**config.mk**
```make
export PLATFORM = sky130hd
export DESIGN_NAME = settle_timer
export DESIGN_NICKNAME = d
export VERILOG_FILES = /design/src/rtl/tt_pkg.sv /design/src/rtl/settle_timer.sv
export SDC_FILE = /design/constraint.sdc
export NUM_CORES = 1
export LEC_CHECK = 0
export CAP_MARGIN = 5
export CORE_AREA = 2 2 39 41
export CTS_CLUSTER_DIAMETER = 200
export DETAILED_ROUTE_END_ITERATION = 8
export DIE_AREA = 0 0 41 43
export HOLD_SLACK_MARGIN = 0.05
export PLACE_DENSITY = 0.68
export SYNTH_ARGS = -nofsm -noshare
export SYNTH_HDL_FRONTEND = slang
export SYNTH_SLANG_ARGS = --single-unit
```
**constraint.sdc**
```tcl
create_clock -name clk -period 2.55 [get_ports clk]
set_clock_uncertainty 0.1 [all_clocks]
set_input_delay 0.255 -clock clk [delete_from_list [all_inputs] [get_ports clk]]
set_output_delay 0.255 -clock clk [all_outputs]
set_load 0.1 [all_outputs]
```
**src/rtl/tt_pkg.sv**
```systemverilog
// tt_pkg: shared encodings and sizes for the truth table checker.
package tt_pkg;
    localparam int N_IN = 4;
    localparam int N_CODES = 16;
    localparam int CNT_W = 5;
    localparam int TIMER_W = 8;
    typedef enum logic [1:0] {IDLE, WAIT, SAMPLE, DONE} state_t;
endpackage

```
**src/rtl/settle_timer.sv**
```systemverilog
// settle_timer: loadable down-counter that parks at zero.
module settle_timer
    import tt_pkg::*;
(
    input  logic               clk,
    input  logic               rst,
    input  logic               load,
    input  logic               en,
    input  logic [TIMER_W-1:0] load_val,
    output logic               zero
);
    logic [TIMER_W-1:0] count;
    always_ff @(posedge clk or posedge rst)
        if (rst) count <= '0;
        else if (load) count <= load_val;
        else if (en && !zero) count <= count - 1'b1;
    assign zero = count == '0;
endmodule

```
==> impl_metrics.csv <==
group,metric,value,unit
outcome,status,"complete, no violations",
yosys,syn-num-nets,78,
pwr,p_per_area,475,nW/µm²
floorplan,die_area,1760,µm²
route,via_per_inst,5.88,
placement,place_ws,0.345,ns
finish,finalNonFillerCells,94,
pwr,power,0.345,mW
finish,final_cell_mix,"11 x clkdlybuf4s50_1, 8 x dfrtp_1, 7 x nor2_1",
cts,clkTransAtPathRegs,0.06,ns
finish,layout_commonest_cell,"clkdlybuf4s50_1",
route,first_pass_iters,4,
placement,gp_routability_congestion,0.741,
pwr,share_comb_of_total_power,24.5,%
cts,cts.sinks,8,
cts,cts_tree,"done",
global_routing,grt_pass1_vias,454,
sta,finalCritPeriodShare,86.2,%
finish,nets,94,
worst_setup_path,critical_path_cell_count,5,
global_routing,grt.total_usage,17.2,%
sta,rsz0062_at_grt,"false",
pwr,power.leakage,0.275,nW
worst_setup_path,path_buf_inv,2,
worst_setup_path,path_delay_family,"simple AND/OR/NAND/NOR gates",
pwr,switching_power,0.106,mW
yosys,netlist_instances,64,
placement,dp_hpwl,971,µm
worst_setup_path,crit_slowest_cell,"or3b_2",
global_routing,grt_antenna_before_repair,0,
global_routing,overflow,0,
yosys,yosysTopAreaCellShare,36.4,%
finish,drive_gt1_share,12.8,%
yosys,mappedNetlistArea,549,µm²
yosys,synthFlopType,"dfrtp_1",
pwr,internal_power,0.239,mW
worst_setup_path,end_kind,"output pin",
sta,final-setup-viol-count,0,
sta,finalMaxSlewViolations,0,
route,vias,553,
route,drc,0,
sta,tns,0,ns
route,route.detailed.wl_per_inst,13.9,µm
cts,cts-hold-fix-buffers,0,
sta,fmax,455,MHz
yosys,yosys.cell_types.count,29,
pwr,ir_drop,0.000217,V
sta,period_minus_slack,2.20,ns
finish,diodes,0,
worst_setup_path,cp_data_arrival_time,1.84,ns
sta,max-slew-margin-rel,73.0,%
pwr,power_frac_seq,45.9,%
floorplan,initial_core_util,39.7,%
cts,cts_buffer_depth,2,
sta,timing_hold_violations_final,0,
cts,postCtsSetupBuffers,0,
worst_setup_path,path_class,"flop to output pin",
yosys,synth_warnings,0,
route,routed_wl,1.31,mm
floorplan,core_area,1380,µm²
cts,cts_root_buf,"clkbuf_4",
yosys,yosys-top-cells-area,"dfrtp_1 36%, nor2_1 5.5%, a31oi_1 4.6%",
global_routing,grt_max_degree,12,
cts,htree_levels,1,
placement,dp.cells,91,
finish,largest_reg_flops,8,
sta,worst_pin_slew,0.394,ns
finish,regMostFlops,"count",
cts,cts-buffers-inserted,3,
placement,portBuffers,12,
worst_hold_path,hold_class,"input pin to asynchronous set/reset pin",
yosys,synth_edf_count,0,
finish,multi_input_area,324,µm²
sta,fin_ws,0.351,ns
worst_setup_path,worst_r2r_path_depth,3,
yosys,async_flop_share,100,%
worst_setup_path,crit_path_max_fanout,4,
cts,clock_latency,0.26,ns
worst_setup_path,crit_chain,"inv_1 -> ha_1 -> or3b_2 -> nor2_2 -> buf_12",
finish,final-seq-area,200,µm²
worst_setup_path,crit_required,2.19,ns
route,maxUsedRoutingLayer,"met4",
global_routing,grt_pass1_wl,1.98,mm
finish,final_area,727,µm²
pwr,switching_share,30.8,%
route,wl_met2,634,µm
route,route.met3.wl,63,µm
worst_setup_path,max_stage_delay,0.51,ns
route,wl_met1,591,µm
floorplan,ios,13,
floorplan,rows,14,
finish,fillers,142,
yosys,synth_seq_area_share,36.4,%
floorplan,die_x,41,µm
cts,cts.repair.resized,0,
yosys,synth.avg_cell_area,8.58,µm²
floorplan,fp.dieH,43,µm
yosys,synth-seq-cells,8,
yosys,synth.largest_area_cell,"dfrtp_1",
placement,place_area,704,µm²
pwr,power.share.clock,29.5,%
route,drt_iter0_drc,11,
route,ant_nets,0,
worst_setup_path,worstSetupStartpointType,"flop",
flow_run,maxCapViolations,0,
finish,areaGrowthSynthToFinish,32.3,%
finish,reg_top3,"count (8)",
==> per-stage QoR <==
stage	hold WS [ns]	utilization [%]
final	0.148	52.5
after global routing	0.180	52.5
after CTS	0.165	52.5
after detailed placement	0.437	50.9
after global placement	0.429	50.9
after floorplan	-0.0293	-
==> path summary, 6_finish.rpt <==
path	startpoint	end	slack [ns]
max	count[0]	zero	0.35
min	rst	count[4]	0.15
max reg2reg	count[2]	count[6]	0.56
min reg2reg	count[4]	count[4]	0.49
max in group asynchronous	rst	count[0]	1.96
min in group clk	load_val[4]	count[4]	0.45
==> cells in the mapped netlist (2+ instances only) <==
cell      instances
inv_1             4
o21ai_0           2
or4_1             3
nor2b_1           2
o211ai_1          3
nand2_1           6
a31oi_1           4
or3b_2            2
o31ai_1           2
nor2_1            8
clkbuf_1          2
ha_1              2
dfrtp_1           8
==> cell families (layout without fill, tap and decap cells) <==
| kind of cell | Yosys count | in the layout | synth area share, % |
|---|---|---|---|
| DFF | 8 | 8 | 36.4 |
| buffers and inverters | 7 | 21 | 5.01 |
| adders and majority gates | 2 | 2 | 4.56 |
| and+or+nand+nor | 27 | 27 | 26.4 |
| AOI/OAI and AO/OA | 20 | 20 | 27.6 |
==> final cells by class <==
cell class,instances,share of cell area (%)
timing repair buffer,14,20.0
tap,16,2.75
multi-input combinational,49,44.6
inverter,4,2.07
clock buffer,3,3.10
sequential,8,27.5
==> layer usage <==
layer	track usage (%)	vias to the layer above
li1	-	275
met1	22.0	262
met2	25.6	14
met3	4.71	2
met4	8.00	0
met5	0	-
==> power groups by stage <==
stage / clock network (mW) / logic (mW) / registers (mW)
after floorplan: 0 / 0.0539 / 0.156
after global placement: 0 / 0.0820 / 0.160
after detailed placement: 0 / 0.0841 / 0.160
after CTS: 0.104 / 0.0845 / 0.158
after global routing: 0.115 / 0.0946 / 0.161
final: 0.102 / 0.0848 / 0.159
Power figures use the tool's default switching activity.
